**src/rtl/sw_job_arbiter.sv**
```systemverilog
// sw_job_arbiter: round-robin sharing of one SW_core between NUM_REQ job sources with length checks and a watchdog
module sw_job_arbiter #(
  parameter int NUM_REQ = 2,
  parameter int REF_MAX_LENGTH = 128,
  parameter int READ_MAX_LENGTH = 128,
  parameter int SCORE_BW = 10,
  parameter int TIMEOUT_CYCLES = 4096,
  localparam int LR = $clog2(REF_MAX_LENGTH),
  localparam int LQ = $clog2(READ_MAX_LENGTH)
) (
  input  logic                              clk,
  input  logic                              rst_n,
  input  logic [NUM_REQ-1:0]                req_valid,
  output logic [NUM_REQ-1:0]                req_ready,
  input  logic [NUM_REQ*2*REF_MAX_LENGTH-1:0]  req_ref,
  input  logic [NUM_REQ*2*READ_MAX_LENGTH-1:0] req_read,
  input  logic [NUM_REQ*(LR+1)-1:0]         req_ref_len,
  input  logic [NUM_REQ*(LQ+1)-1:0]         req_read_len,
  output logic [NUM_REQ-1:0]                rsp_valid,
  input  logic [NUM_REQ-1:0]                rsp_ready,
  output logic [SCORE_BW-1:0]               rsp_score,
  output logic [LR-1:0]                     rsp_column,
  output logic [LQ-1:0]                     rsp_row,
  output logic [1:0]                        rsp_error,
  output logic                              core_in_valid,
  input  logic                              core_in_ready,
  output logic [2*REF_MAX_LENGTH-1:0]       core_ref,
  output logic [2*READ_MAX_LENGTH-1:0]      core_read,
  output logic [LR:0]                       core_ref_len,
  output logic [LQ:0]                       core_read_len,
  input  logic                              core_out_valid,
  output logic                              core_out_ready,
  input  logic [SCORE_BW-1:0]               core_score,
  input  logic [LR-1:0]                     core_column,
  input  logic [LQ-1:0]                     core_row,
  output logic                              busy
);
  localparam int RB = 2*REF_MAX_LENGTH;
  localparam int QB = 2*READ_MAX_LENGTH;
  localparam int PW = $clog2(NUM_REQ);
  localparam int TW = $clog2(TIMEOUT_CYCLES+1);
  localparam logic [LR:0] REF_MAX = (LR+1)'(REF_MAX_LENGTH);
  localparam logic [LQ:0] READ_MAX = (LQ+1)'(READ_MAX_LENGTH);
  localparam logic [TW-1:0] TIMER_LAST = TW'(TIMEOUT_CYCLES-1);
  typedef enum logic [2:0] {S_IDLE, S_ISSUE, S_BUSY, S_RESP, S_DRAIN} state_t;
  state_t state, state_nx;
  logic [PW-1:0] rr_ptr, owner, grant;
  logic [PW:0] cand;
  logic [TW-1:0] timer;
  logic any_req, accept, bad_len, timed_out;
  logic [LR:0] sel_ref_len;
  logic [LQ:0] sel_read_len;
  // Walk the requesters starting at rr_ptr; iterating backwards leaves the first hit in grant.
  always_comb begin
    grant = '0;
    any_req = 1'b0;
    cand = '0;
    for (int k = NUM_REQ-1; k >= 0; k--) begin
      cand = {1'b0, rr_ptr} + (PW+1)'(k);
      cand = (cand >= (PW+1)'(NUM_REQ)) ? cand - (PW+1)'(NUM_REQ) : cand;
      if (req_valid[cand[PW-1:0]]) begin
        grant = cand[PW-1:0];
        any_req = 1'b1;
      end
    end
  end
  assign sel_ref_len = req_ref_len[grant*(LR+1) +: LR+1];
  assign sel_read_len = req_read_len[grant*(LQ+1) +: LQ+1];
  assign bad_len = sel_ref_len == '0 || sel_ref_len > REF_MAX || sel_read_len == '0 || sel_read_len > READ_MAX;
  assign accept = state == S_IDLE && any_req;
  assign timed_out = timer == TIMER_LAST;
  assign req_ready = accept ? {{(NUM_REQ-1){1'b0}}, 1'b1} << grant : '0;
  assign rsp_valid = state == S_RESP ? {{(NUM_REQ-1){1'b0}}, 1'b1} << owner : '0;
  assign core_in_valid = state == S_ISSUE;
  assign core_out_ready = state == S_BUSY || state == S_DRAIN;
  assign busy = state != S_IDLE;
  always_comb begin
    state_nx = state;
    unique case (state)
      S_IDLE:  state_nx = !any_req ? S_IDLE : bad_len ? S_RESP : S_ISSUE;
      S_ISSUE: state_nx = core_in_ready ? S_BUSY : S_ISSUE;
      S_BUSY:  state_nx = (core_out_valid || timed_out) ? S_RESP : S_BUSY;
      S_RESP:  state_nx = !rsp_ready[owner] ? S_RESP : rsp_error == 2'b10 ? S_DRAIN : S_IDLE;
      S_DRAIN: state_nx = core_out_valid ? S_IDLE : S_DRAIN;
      default: state_nx = S_IDLE;
    endcase
  end
  always_ff @(posedge clk) begin
    if (!rst_n) begin
      state <= S_IDLE;
      rr_ptr <= '0;
      owner <= '0;
      timer <= '0;
      core_ref <= '0;
      core_read <= '0;
      core_ref_len <= '0;
      core_read_len <= '0;
      rsp_score <= '0;
      rsp_column <= '0;
      rsp_row <= '0;
      rsp_error <= '0;
    end else begin
      state <= state_nx;
      if (accept) begin
        owner <= grant;
        rr_ptr <= (grant == PW'(NUM_REQ-1)) ? '0 : grant + 1'b1;
        core_ref <= req_ref[grant*RB +: RB];
        core_read <= req_read[grant*QB +: QB];
        core_ref_len <= sel_ref_len;
        core_read_len <= sel_read_len;
        rsp_score <= '0;
        rsp_column <= '0;
        rsp_row <= '0;
        rsp_error <= bad_len ? 2'b01 : 2'b00;
      end
      if (state == S_ISSUE && core_in_ready) timer <= '0;
      // A result arriving in the final watchdog cycle takes priority over the timeout.
      if (state == S_BUSY) begin
        timer <= timer + 1'b1;
        if (core_out_valid) begin
          rsp_score <= core_score;
          rsp_column <= core_column;
          rsp_row <= core_row;
          rsp_error <= 2'b00;
        end else if (timed_out) rsp_error <= 2'b10;
      end
    end
  end
endmodule

```
**config.mk**
```make
export PLATFORM = sky130hd
export DESIGN_NAME = sw_job_arbiter
export DESIGN_NICKNAME = d
export VERILOG_FILES = /design/src/rtl/sw_job_arbiter.sv
export SDC_FILE = /design/constraint.sdc
export NUM_CORES = 1
export LEC_CHECK = 0
export ABC_AREA = 0
export BUFFER_PORTS_ARGS = -buffer_cell sky130_fd_sc_hd__buf_2
export CAP_MARGIN = 20
export CORE_AREA = 2 2 637 639
export CTS_CLUSTER_SIZE = 40
export DETAILED_ROUTE_END_ITERATION = 12
export DIE_AREA = 0 0 639 641
export HOLD_SLACK_MARGIN = 0.02
export PLACE_DENSITY = 0.3
export SLEW_MARGIN = 25
export SYNTH_ARGS = -nofsm -noshare
export SYNTH_HDL_FRONTEND = slang
export SYNTH_SLANG_ARGS = --single-unit
export TNS_END_PERCENT = 50
```
**constraint.sdc**
```tcl
create_clock -name clk -period 1.6 [get_ports clk]
set_input_delay 0.24 -clock clk [delete_from_list [all_inputs] [get_ports clk]]
set_output_delay 0.24 -clock clk [all_outputs]
set_load 0.05 [all_outputs]
```
**Word level (Yosys, flattened, before mapping)**

Cells that the tools add are included.

- Register bits after elaboration: 572
- Logic and storage cells: 87

- $add $sub $neg: 5
- Order comparisons: 7
- Equality and inequality tests: 6
- Shifts and indexed selects: 6
- Muxes and demuxes: 39
- Reduce and logical (&&, ||, !) cells: 12

Operators with widths:

| kind | count |
|---|---|
| $shiftx A512 B10 Y256 | 2 |
| $mux W7 | 6 |
| $shiftx A16 B5 Y8 | 2 |
| $mux W10 | 3 |
| $mux W13 | 2 |
| $mux W2 | 9 |
| $gt A8 B8 Y1 const B | 2 |
| $logic_not A8 Y1 | 2 |
| $mux W1 | 15 |
| $pmux W3 S5 | 1 |
| $add A13 B1 Y13 const B | 1 |
| $eq A13 B12 Y1 const B | 1 |
| $mux W3 | 3 |
| $eq A3 B2 Y1 const B | 2 |
| $lt A1 B2 Y1 const B | 3 |
| $logic_or A1 B1 Y1 | 5 |
| $shl A1 B1 Y2 const A | 2 |
| $eq A3 B1 Y1 const B | 1 |
| $eq A3 B3 Y1 const B | 1 |
| $logic_not A3 Y1 | 1 |
| $reduce_bool A3 Y1 | 1 |
| $add A1 B1 Y2 const B | 1 |
| $eq A2 B2 Y1 const B | 1 |
| $ge A1 B2 Y1 const B | 1 |
| 5 further kinds | 7 |

**Longest topological paths before layout**

- Depth in word-level cells: 17
- Depth in mapped cells: 8

**Worst setup path after synthesis**

Ideal clock, no wire load.

- Path type: register -> register
- Start point: register state[0]
- End point: register timer[5]
- Arrival: 2443 ps
- Required time: 1485 ps
- Path slack: -958 ps
- Stages on the path, launching flop included: 7
- Buffers on the path: 1
- Clock period less this slack: 2558 ps
- Cells stage by stage: dfxtp_1 -> buf_2 -> nor3b_1 -> nand2_1 -> o211ai_1 -> o31ai_1 -> and2_1

- Word-level cells in the longest chain between the ends: 3

Ends and longest elaborated chain:

| item | RTL line | text |
|---|---|---|
| from (decl) | 46 | `state_t state, state_nx;` |
| from (signal assigned) | 103 | `state <= state_nx;` |
| $eq A3 B1 Y1 | n/a |  |
| via core_in_valid | 25 | `output logic core_in_valid,` |
| $logic_and A1 B1 Y1 | 116 | `if (state == S_ISSUE && core_in_ready) timer <= '0;` |
| $reduce_bool A2 Y1 (no line) | n/a |  |
| to (signal assigned) | 119 | `timer <= timer + 1'b1;` |
| to (decl) | 49 | `logic [TW-1:0] timer;` |

The timed path passes the listed nets, and every way through them passes these cells.
A chain may end at the register's enable or synchronous reset.

**Worst setup path after layout**

- Start point: register state[0]
- End point: output req_ready[1]

- Word-level cells in the longest chain between the ends: 3

Ends and longest elaborated chain:

| item | RTL line | text |
|---|---|---|
| $logic_not A3 Y1 | 70 | `assign accept = state == S_IDLE && any_req;` |
| $logic_and A1 B1 Y1 | 70 |  |
| $mux W2 | 72 | `assign req_ready = accept ? {{(NUM_REQ-1){1'b0}}, 1'b1} << grant : '0;` |
| to (decl) | 14 | `output logic [NUM_REQ-1:0] req_ready,` |

No other way between the ends.

==> impl_metrics.json <==
{
  "die_width_um": 639,
  "avgViaCountPerCell": 3.31,
  "postSynth.asyncResetShare_pct": 0,
  "gp_congestion": 0.932,
  "floorplan.initialDensity_pct": 6.41,
  "synth_nets": 4229,
  "avgSynthCellArea_um2": 8.21,
  "synth_edf_count": 0,
  "dominantRegCellSynth": "dfxtp_1",
  "grt-ovfl-total": 0,
  "route.vias.total": 38331,
  "place_area_mm2": 0.0424,
  "yosysMostFrequentCell": "nand2_1",
  "powerDensity_mw_per_mm2": 1620,
  "worstSetupEndpointType": "output pin",
  "die_area_mm2": 0.410,
  "cts_buffer_depth": 4,
  "synthCells": 3140,
  "yosysTopAreaCell": "dfxtp_1",
  "multi_input_area_mm2": 0.0147,
  "skew_ps": 75.0,
  "fmax_mhz": 399,
  "h-tree-depth": 3,
  "synthTopCellsByCount": "nand2_1, dfxtp_1, nand3_1",
  "status": "complete, but fails checks",
  "cts-root-buf": "clkbuf_16",
  "cts_inserted_buffers": 89,
  "leakage_uw": 0.0320,
  "dpl.hpwl_um": 260000,
  "setup_viol": 1082,
  "worst_pin_slew_ps": 570,
  "io_pins": 1649,
  "slew_headroom_pct": 61.6,
  "hp-class": "in -> reg",
  "crit_path_start_kind": "flip-flop",
  "period_minus_slack_ps": 2510,
  "worstPathMaxFanout": 3,
  "drt_pass1_iterations": 8,
  "yosys_warnings": 0,
  "routed_wl_um": 313000,
  "finalCritPeriodShare_pct": 157,
  "synth_top_cell_area_share_pct": 44.4,
  "io_buffer_count": 1648,
  "drive_above_1_share_pct": 42.1,
  "antenna_left": 0,
  "area_growth_pct": 146,
  "drc": 0,
  "drtIter0Drc": 2496,
  "ys_seq_elements": 572,
  "cts_tree": "done",
  "critPathRequiredTime_ps": 1360,
  "synthTopCellsByArea": "dfxtp_1, o211a_1, nand2_1, nand3_1, clkbuf_1",
  "grt_pass1_vias": 38540,
  "layout.nets": 7244,
  "post_drt_wl_per_cell_um": 27.0,
  "hold_viol_final": 0,
  "dpl_worst_slack_ps": -1120,
  "power.total_uw": 102000,
  "fin_setup_tns_ps": -431730,
  "layout_setup_ws_ps": -907,
  "grt_setup_unrepaired": "yes",
  "fp.dieH_um": 641,
  "drv_slew": 0,
  "rows": 233,
  "crit_type": "reg -> out",
  "seq_area_mm2": 0.0116,
  "grt_max_degree": 60,
  "cap_violations": 0,
  "coreArea_mm2": 0.402,
  "fin_area_mm2": 0.0634,
  "clk_latency_ps": 820,
  "antenna_found_initial": 227,
  "peakVddDrop_v": 0.000829,
  "grt_pass1_wl_um": 390000,
  "clkTransAtPathRegs_ps": 60,
  "seq_area_frac_synth_pct": 44.4,
  "synth_area_mm2": 0.0258,
  "fillers": 45808,
  "grt_usage_pct": 14.4,
  "ys_types": 48,
  "arrival_ps": 2270,
  "clkSinkCount": 572,
  "violations": "setup timing"
}
## cells in the final DEF (no fill, tap or decap), drive strengths merged, types with 5 or more instances in the layout
cell and n:
nor2 15, clkinv 9, bufinv 6, and2 5, and3 6, o21ai 8
diode 84, nand2 1074, a22o 24, clkbuf 150, inv 8, o211a 528
buf 2123, dfxtp 572, nand3 532, dlygate4sd3 1084, bufbuf 5, a21oi 8
## power breakdown
group,switching (µW),leakage [µW],internal (µW)
sequential,3090,0.00476,18600
combinational,36900,0.0258,23300
clock,8320,0.00141,12100
## per-layer routing
layer	share of wire (%)	global-route usage, %	wire length (µm)
met1	42	17.8	132000
met2	47	24.2	148000
met3	6.5	3.41	20500
met4	4.0	5.19	12400
met5	0.13	0	406
## layout make-up
cell class                 count  share of cell area (%)
timing repair buffer        3229                    43.2
multi-input combinational   2259                    23.2
sequential                   572                    18.2
tap                         5287                    10.4
clock buffer                 133                    4.09
clock inverter                23                   0.482
antenna                       84                   0.332
inverter                       4                  0.0237
## repair_timing
action                                  4_1_cts  5_1_grt
resized for setup                           558      300
cloned                                       70       17
endpoints found under the hold margin       572        0
pin swaps                                     6       10
endpoints found under the setup margin     1127     1130
hold buffers                               1084        0
buffers inserted                            121       63
## logic make-up after synthesis
kind of cell | after synthesis | synth area share (%)
simple gates | 1662 | 27.3
compound gates | 588 | 22.2
flops | 572 | 44.4
buf+inv | 309 | 5.72
mux | 5 | 0.199
xor+xnor | 3 | 0.102
fa+ha+maj | 1 | 0.0485
## through the flow
| step | std cells | utilization, % | hold slack [ps] |
|---|---|---|---|
| 6_report | 11591 | 15.8 | 72.8 |
| 5_1_grt | 11551 | 15.7 | 75.1 |
| 4_1_cts | 11466 | 15.3 | 61.6 |
| 3_5_place_dp | 10037 | 10.6 | 460 |
| 3_3_place_gp | 10037 | 10.6 | 462 |
| 2_1_floorplan | 3140 | - | 373 |
## flip-flops by register name, indices dropped and copies added, names as in the netlist
signal         count
core_read        256
core_ref         256
timer             13
rsp_score         10
core_read_len      8
core_ref_len       8
rsp_column         7
rsp_row            7
state              3
rsp_error          2
owner              1
rr_ptr             1
## worst paths after layout
kind / from / endpoint / slack, ps / cells past startpoint
worst max register to register: state[0]$_SDFF_PN0_ / core_ref_len[4]$_SDFFE_PN0P_ / -880 / 15
worst min register to register: rsp_score[1]$_SDFF_PN0_ / rsp_score[1]$_SDFF_PN0_ / 470 / 1
worst min-delay path: req_read[305] / core_read[49]$_SDFFE_PN0P_ / 70 / 5
worst max-delay path: state[0]$_SDFF_PN0_ / req_ready[1] / -910 / 5
## critical path: stages, from the launching register on
cell and delay (ps):
dfxtp_2 310, or3_4 390, buf_6 120, or2_4 250, nor2_4 190, buf_12 170
Power figures use the tool's default switching activity.
